--- src/rtl/countdown_display_pkg.sv ---
`default_nettype none
// ----------------------------------------------------------------------------
// countdown_display_pkg : shared FSM encoding, 7-segment codes and BCD helpers
// Rev 1.0
// ----------------------------------------------------------------------------
package countdown_display_pkg;

  typedef enum logic [1:0] {
    ST_IDLE  = 2'd0,
    ST_LOAD  = 2'd1,
    ST_SHIFT = 2'd2,
    ST_DONE  = 2'd3
  } conv_state_e;

  localparam logic [6:0] SEG_OFF      = 7'h7F;
  localparam logic [9:0] BCD_MAX      = 10'd999;
  localparam int         SHIFT_CYCLES = 10;

  // Active-low {g,f,e,d,c,b,a}; anything outside 0-9 is dark.
  function automatic logic [6:0] seg_decode(input logic [3:0] n);
    logic [6:0] s;
    case (n)
      4'd0:    s = 7'h40;
      4'd1:    s = 7'h79;
      4'd2:    s = 7'h24;
      4'd3:    s = 7'h30;
      4'd4:    s = 7'h19;
      4'd5:    s = 7'h12;
      4'd6:    s = 7'h02;
      4'd7:    s = 7'h78;
      4'd8:    s = 7'h00;
      4'd9:    s = 7'h10;
      default: s = SEG_OFF;
    endcase
    return s;
  endfunction

  function automatic logic [3:0] dabble(input logic [3:0] n);
    return (n >= 4'd5) ? n + 4'd3 : n;
  endfunction

endpackage
`default_nettype wire

--- src/rtl/bin2bcd_seq.sv ---
`default_nettype none
// ----------------------------------------------------------------------------
// bin2bcd_seq : sequential 10-bit binary to 3-digit BCD (shift-add-3)
// Rev 1.0
// ----------------------------------------------------------------------------
module bin2bcd_seq (
  input  logic        clk,
  input  logic        rst_n,
  input  logic        start,
  input  logic [9:0]  din,
  output logic [11:0] bcd,
  output logic        busy,
  output logic        done,
  output logic [9:0]  value
);
  import countdown_display_pkg::*;

  conv_state_e r_state;
  conv_state_e w_state_nxt;
  logic [9:0]  r_bin;
  logic [9:0]  r_value;
  logic [11:0] r_scratch;
  logic [11:0] r_bcd;
  logic [3:0]  r_cnt;
  logic        r_busy;
  logic [11:0] w_adj;

  always_ff @(posedge clk or negedge rst_n) begin
    if (!rst_n) r_state <= ST_IDLE;
    else        r_state <= w_state_nxt;
  end

  always_comb begin
    w_state_nxt = r_state;
    case (r_state)
      ST_IDLE:  if (start) w_state_nxt = ST_LOAD;
      ST_LOAD:  w_state_nxt = ST_SHIFT;
      ST_SHIFT: if (r_cnt == 4'(SHIFT_CYCLES - 1)) w_state_nxt = ST_DONE;
      ST_DONE:  w_state_nxt = ST_IDLE;
      default:  w_state_nxt = ST_IDLE;
    endcase
  end

  always_comb begin
    w_adj = {dabble(r_scratch[11:8]), dabble(r_scratch[7:4]), dabble(r_scratch[3:0])};
  end

  // r_value keeps the raw input so an out-of-range second does not retrigger forever.
  always_ff @(posedge clk or negedge rst_n) begin
    if (!rst_n) begin
      r_bin     <= '0;
      r_value   <= '0;
      r_scratch <= '0;
      r_bcd     <= '0;
      r_cnt     <= '0;
      r_busy    <= 1'b0;
    end else begin
      r_busy <= (r_state != ST_IDLE);
      case (r_state)
        ST_LOAD: begin
          r_bin     <= (din > BCD_MAX) ? BCD_MAX : din;
          r_value   <= din;
          r_scratch <= '0;
          r_cnt     <= '0;
        end
        ST_SHIFT: begin
          r_scratch <= {w_adj[10:0], r_bin[9]};
          r_bin     <= {r_bin[8:0], 1'b0};
          r_cnt     <= r_cnt + 4'd1;
        end
        ST_DONE: r_bcd <= r_scratch;
        default: ;
      endcase
    end
  end

  assign bcd   = r_bcd;
  assign busy  = r_busy;
  assign done  = (r_state == ST_DONE);
  assign value = r_value;

endmodule
`default_nettype wire

--- src/rtl/countdown_display.sv ---
`default_nettype none
// ----------------------------------------------------------------------------
// countdown_display : countdown value to multiplexed 7-segment display driver
// Rev 1.0
// ----------------------------------------------------------------------------
module countdown_display #(
  parameter int SCAN_DIV   = 100000,
  parameter int NUM_DIGITS = 4
) (
  input  logic                  clk,
  input  logic                  resetclock_n,
  input  logic [9:0]            second,
  input  logic                  blank,
  output logic [6:0]            seg,
  output logic [NUM_DIGITS-1:0] an,
  output logic                  dp,
  output logic [11:0]           bcd,
  output logic                  busy,
  output logic                  timeout
);
  import countdown_display_pkg::*;

  localparam int PRE_W = (SCAN_DIV > 1) ? $clog2(SCAN_DIV) : 1;
  localparam int DIG_W = (NUM_DIGITS > 1) ? $clog2(NUM_DIGITS) : 1;

  logic [9:0]            r_last;
  logic                  r_conv_once;
  logic [9:0]            r_prev_sec;
  logic [PRE_W-1:0]      r_pre;
  logic [DIG_W-1:0]      r_dig;
  logic                  w_start;
  logic                  w_done;
  logic [9:0]            w_value;
  logic [31:0]           w_dig_idx;
  logic                  w_on;
  logic [6:0]            w_seg;
  logic [NUM_DIGITS-1:0] w_an;

  assign w_start = !r_conv_once || (second != r_last);

  bin2bcd_seq u_conv (
    .clk   (clk),
    .rst_n (resetclock_n),
    .start (w_start),
    .din   (second),
    .bcd   (bcd),
    .busy  (busy),
    .done  (w_done),
    .value (w_value)
  );

  always_ff @(posedge clk or negedge resetclock_n) begin
    if (!resetclock_n) begin
      r_last      <= '0;
      r_conv_once <= 1'b0;
    end else if (w_done) begin
      r_last      <= w_value;
      r_conv_once <= 1'b1;
    end
  end

  always_ff @(posedge clk or negedge resetclock_n) begin
    if (!resetclock_n) begin
      r_pre <= '0;
      r_dig <= '0;
    end else if (r_pre == PRE_W'(SCAN_DIV - 1)) begin
      r_pre <= '0;
      r_dig <= (r_dig == DIG_W'(NUM_DIGITS - 1)) ? '0 : r_dig + DIG_W'(1);
    end else begin
      r_pre <= r_pre + PRE_W'(1);
    end
  end

  // Leading-zero suppression: tens dark only when hundreds are also zero.
  always_comb begin
    w_dig_idx = 32'(r_dig);
    w_on      = 1'b0;
    w_seg     = SEG_OFF;
    case (w_dig_idx)
      32'd0: begin
        w_on  = 1'b1;
        w_seg = seg_decode(bcd[3:0]);
      end
      32'd1: begin
        w_on  = (bcd[11:8] != 4'd0) || (bcd[7:4] != 4'd0);
        w_seg = seg_decode(bcd[7:4]);
      end
      32'd2: begin
        w_on  = (bcd[11:8] != 4'd0);
        w_seg = seg_decode(bcd[11:8]);
      end
      default: ;
    endcase
    if (blank || !w_on) begin
      w_on  = 1'b0;
      w_seg = SEG_OFF;
    end
    w_an = w_on ? ~(NUM_DIGITS'(1) << r_dig) : '1;
  end

  always_ff @(posedge clk or negedge resetclock_n) begin
    if (!resetclock_n) begin
      seg        <= SEG_OFF;
      an         <= '1;
      dp         <= 1'b1;
      r_prev_sec <= '0;
      timeout    <= 1'b0;
    end else begin
      seg        <= w_seg;
      an         <= w_an;
      dp         <= 1'b1;
      r_prev_sec <= second;
      timeout    <= (r_prev_sec != 10'd0) && (second == 10'd0);
    end
  end

endmodule
`default_nettype wire
--- config.mk ---
export PLATFORM = sky130hd
export DESIGN_NAME = countdown_display
export DESIGN_NICKNAME = d
export VERILOG_FILES = /design/src/rtl/countdown_display_pkg.sv /design/src/rtl/bin2bcd_seq.sv /design/src/rtl/countdown_display.sv
export SDC_FILE = /design/constraint.sdc
export NUM_CORES = 1
export LEC_CHECK = 0
export BUFFER_PORTS_ARGS = -buffer_cell sky130_fd_sc_hd__buf_2
export CAP_MARGIN = 20
export CELL_PAD_IN_SITES_DETAIL_PLACEMENT = 1
export CELL_PAD_IN_SITES_GLOBAL_PLACEMENT = 2
export CORE_ASPECT_RATIO = 0.7
export CORE_MARGIN = 2
export CORE_UTILIZATION = 43
export DETAILED_ROUTE_END_ITERATION = 6
export GPL_ROUTABILITY_DRIVEN = 1
export GPL_TIMING_DRIVEN = 0
export PLACE_DENSITY_LB_ADDON = 0.1
export SYNTH_ARGS = -nofsm -noshare
export SYNTH_HDL_FRONTEND = slang
export SYNTH_SLANG_ARGS = --single-unit
--- constraint.sdc ---
create_clock -name clk -period 4.59 [get_ports clk]
set_input_delay 0.459 -clock clk [delete_from_list [all_inputs] [get_ports clk]]
set_output_delay 0.459 -clock clk [all_outputs]
set_load 0.01 [all_outputs]
==> flow_metrics.py <==
metrics = {
    "floorplanning": {
        "num_io_pins": 39,
        "start_util": 0.4408,
        "die_height_microns": 95.58,
        "fp.coreArea_sq_um": 11690,
        "num_rows": 33,
        "die_area_sq_um": 12890,
        "die_x_microns": 134.8,
    },
    "placement": {
        "gp_congestion": 0.7673,
        "dp_slack_ps": 2401,
        "place_area_sq_um": 5567,
        "port_buffers": 37,
        "hpwl_mm": 8.805,
    },
    "route": {
        "drc": 0,
        "routed_wirelength_mm": 12.18,
        "viasPerCell": 5.287,
        "first_pass_iters": 4,
        "ant_nets": 0,
        "routedWlPerCell_microns": 17.41,
        "num_vias": 3701,
        "dr.first_iter.drc_count": 137,
    },
    "clock_tree": {
        "numCtsBuffers": 9,
        "h-tree-depth": 3,
        "cts_hold_buf": 0,
        "path_clk_slew_ps": 70,
        "cts_tree": "yes",
        "ctsResizeCount": 0,
        "cts_setup_buffers": 0,
        "clk_latency_ps": 350,
        "clockBufferDepth": 2,
        "cts.sinks": 103,
        "cts_root_buf": "clkbuf_16",
    },
    "worst_setup_path": {
        "worstPathRequired_ps": 4820,
        "path_delay_family": "simple AND/OR/NAND/NOR gates",
        "crit_path_start_kind": "flip-flop",
        "rrSetupSlack_ps": 2400,
        "cp_slowest_cell": "or4_1",
        "critPathMaxStageDelay_ps": 450,
        "cp_data_arrival_time_ps": 2420,
        "reg2regPathDepth": 7,
        "critical_path.endpoint_type": "flip-flop",
        "path_cells": "inv_1 -> ha_1 -> nand2_1 -> or4_1 -> nor3_2 -> a21oi_1 -> mux2_4",
        "crit_buf_inv": 1,
        "crit_type": "reg -> reg",
        "cp.depth": 7,
        "cp_max_fo": 4,
    },
    "synth": {
        "synth_xor_area_frac": 0.04931,
        "synthTopCellsByArea": "dfrtp_1, ha_1, mux2_2, dfstp_2, xnor2_1",
        "syn_inst": 488,
        "synth_simple_gate_area_frac": 0.1244,
        "synth_flop_cell": "dfrtp_1",
        "ys_ff_latch": 103,
        "synthAdderAreaFrac": 0.08744,
        "synth_area_sq_um": 5151,
        "synth_commonest_cells": "dfrtp_1, inv_1, nand2_1",
        "muxShareOfSynthArea": 0.07918,
        "postSynthAreaPerCell_sq_um": 10.56,
        "synth_compound_area_frac": 0.1108,
        "synth_top_family_by_area": "simple AND/OR/NAND/NOR gates",
        "netlist.area_leader.share": 0.4469,
        "yosysWarnings": 0,
        "synth_cell_types": 53,
        "synth.most_common_cell": "dfrtp_1",
        "synth-seq-area-share": 0.5030,
        "ys_async_sr_fraction": 1.000,
        "yosysTopAreaCell": "dfrtp_1",
        "synth-edff-count": 0,
    },
    "grt": {
        "grt_max_degree": 60,
        "grt_pass1_vias": 3952,
        "antenna_found_initial": 0,
        "grtUsageTotal": 0.2092,
        "grt_pass1_wl_mm": 20.72,
        "globalRouteOverflowTotal": 0,
    },
    "finish": {
        "drive_above_1_share": 0.1897,
        "antenna_cells": 0,
        "area_delta_synth_final_pct": 14.28,
        "final_area_sq_um": 5887,
        "fin_nets": 587,
        "utilization": 0.5038,
    },
    "sta": {
        "hold_viol_final": 0,
        "min_period_ps": 2192,
        "rsz0062_at_grt": "false",
        "fmax_mhz": 456.3,
        "tns_ps": 0,
        "tightest_slew_ps": 794.8,
        "post-route-worst-setup-slack_ps": 2398,
        "finalCritPeriodShare": 0.4775,
        "setup-violations-final": 0,
        "finalMaxSlewViolations": 0,
        "slew_headroom": 0.4701,
        "skew_ps": 8.290,
    },
    "flow_run": {
        "max-cap-violations": 0,
    },
    "pwr": {
        "power_mw": 3.167,
        "p_per_area_nw_per_um2": 537.9,
        "ir_worst_vdd_mv": 0.2606,
        "power_leakage_nw": 2.572,
    },
    "status": {
        "run_status": "finished, final reports clean",
    },
    "min_path": {
        "holdCritPathClass": "in -> async",
    },
}
==> flip-flops by register name, indices dropped and copies added (netlist names), 4 cells and up <==
register,flops
seg,7
u_conv.r_bin,10
u_conv.bcd,12
r_prev_sec,10
r_pre,17
u_conv.r_cnt,4
r_last,10
u_conv.r_scratch,12
an,4
u_conv.value,10
==> per-stage QoR <==
| stage | hold WS [ps] | instances |
|---|---|---|
| 3_3_place_gp | 454.5 | 683 |
| 3_5_place_dp | 464.0 | 684 |
| 2_1_floorplan | 163.4 | 489 |
| 4_1_cts | 137.2 | 700 |
| 6_report | 126.3 | 700 |
| 5_1_grt | 152.0 | 700 |
==> routing by layer <==
layer  track usage  vias up  routed length (microns)
met4       0.04737        0                      114
met3       0.03934       12                      438
met2        0.3354       45                     5511
li1              -     1775                        -
met1        0.2962     1869                     6120
met5             0        -                        0
==> worst register-to-register path: stages (launching register included) <==
cell and delay, ps:
dfrtp_1 420, inv_1 130, ha_1 190, nand2_1 100, or4_1 450, nor3_2 350
a21oi_1 130, mux2_4 320
==> area by class of cell <==
type,count,area [sq um]
plain buffers,22,93.84
clock buffers,9,225.2
clock inverters,7,95.09
fillers,1304,5798
inverters,37,138.9
multi-input cells,327,2331
flip-flops and latches,103,2591
well taps,157,196.4
repair buffers,38,215.2
==> power breakdown <==
group / total, mW / switching, mW / internal, mW
logic: 1.06 / 0.627 / 0.435
clock network: 0.829 / 0.350 / 0.479
registers: 1.28 / 0.133 / 1.14
total: 3.17 / 1.11 / 2.06
==> worst paths after layout <==
check                                       start                end
worst min register to register        r_conv_once        r_conv_once
worst min-delay path                 resetclock_n      r_prev_sec[0]
max in group asynchronous            resetclock_n             seg[5]
worst max-delay path            u_conv.r_state[0]  u_conv.r_state[1]
min in group clk                        second[7]      r_prev_sec[7]
worst max register to register  u_conv.r_state[0]  u_conv.r_state[1]
==> layout by cell type (no fill, tap or decap), types with 2 or more instances in the layout <==
cell and count:
xnor2_1 19, dfrtp_1 92, nor3b_1 2, nand4_1 8, o32ai_1 2, mux2_2 26
clkbuf_1 17, buf_1 3, buf_4 2, nor4_1 4, bufinv_16 2, clkbuf_16 9
nor2b_1 4, nor2_1 36, o221ai_1 4, o21ai_0 33, ha_1 36, a21boi_0 2
xor2_1 10, o211ai_1 5, nand3_1 14, dfstp_2 11, o22ai_1 10, a21oi_1 21
nand2b_1 5, inv_1 37, a31oi_1 4, nor3_1 5, nand2_1 37, a22oi_1 2
a21o_1 2, nand3b_1 2, conb_1 2, mux2i_1 10, o21ai_2 2, a222oi_1 2
clkinv_2 2, buf_2 36
==> kinds of logic (layout without fill, tap and decap cells) <==
kind of cell,count (synthesis),in the layout
fa+ha+maj,36,36
xor+xnor,29,29
other cells,1,2
mux,37,37
flops,103,103
buf+inv,59,113
simple gates,129,129
compound gates,94,94
Power figures use the tool's default switching activity.
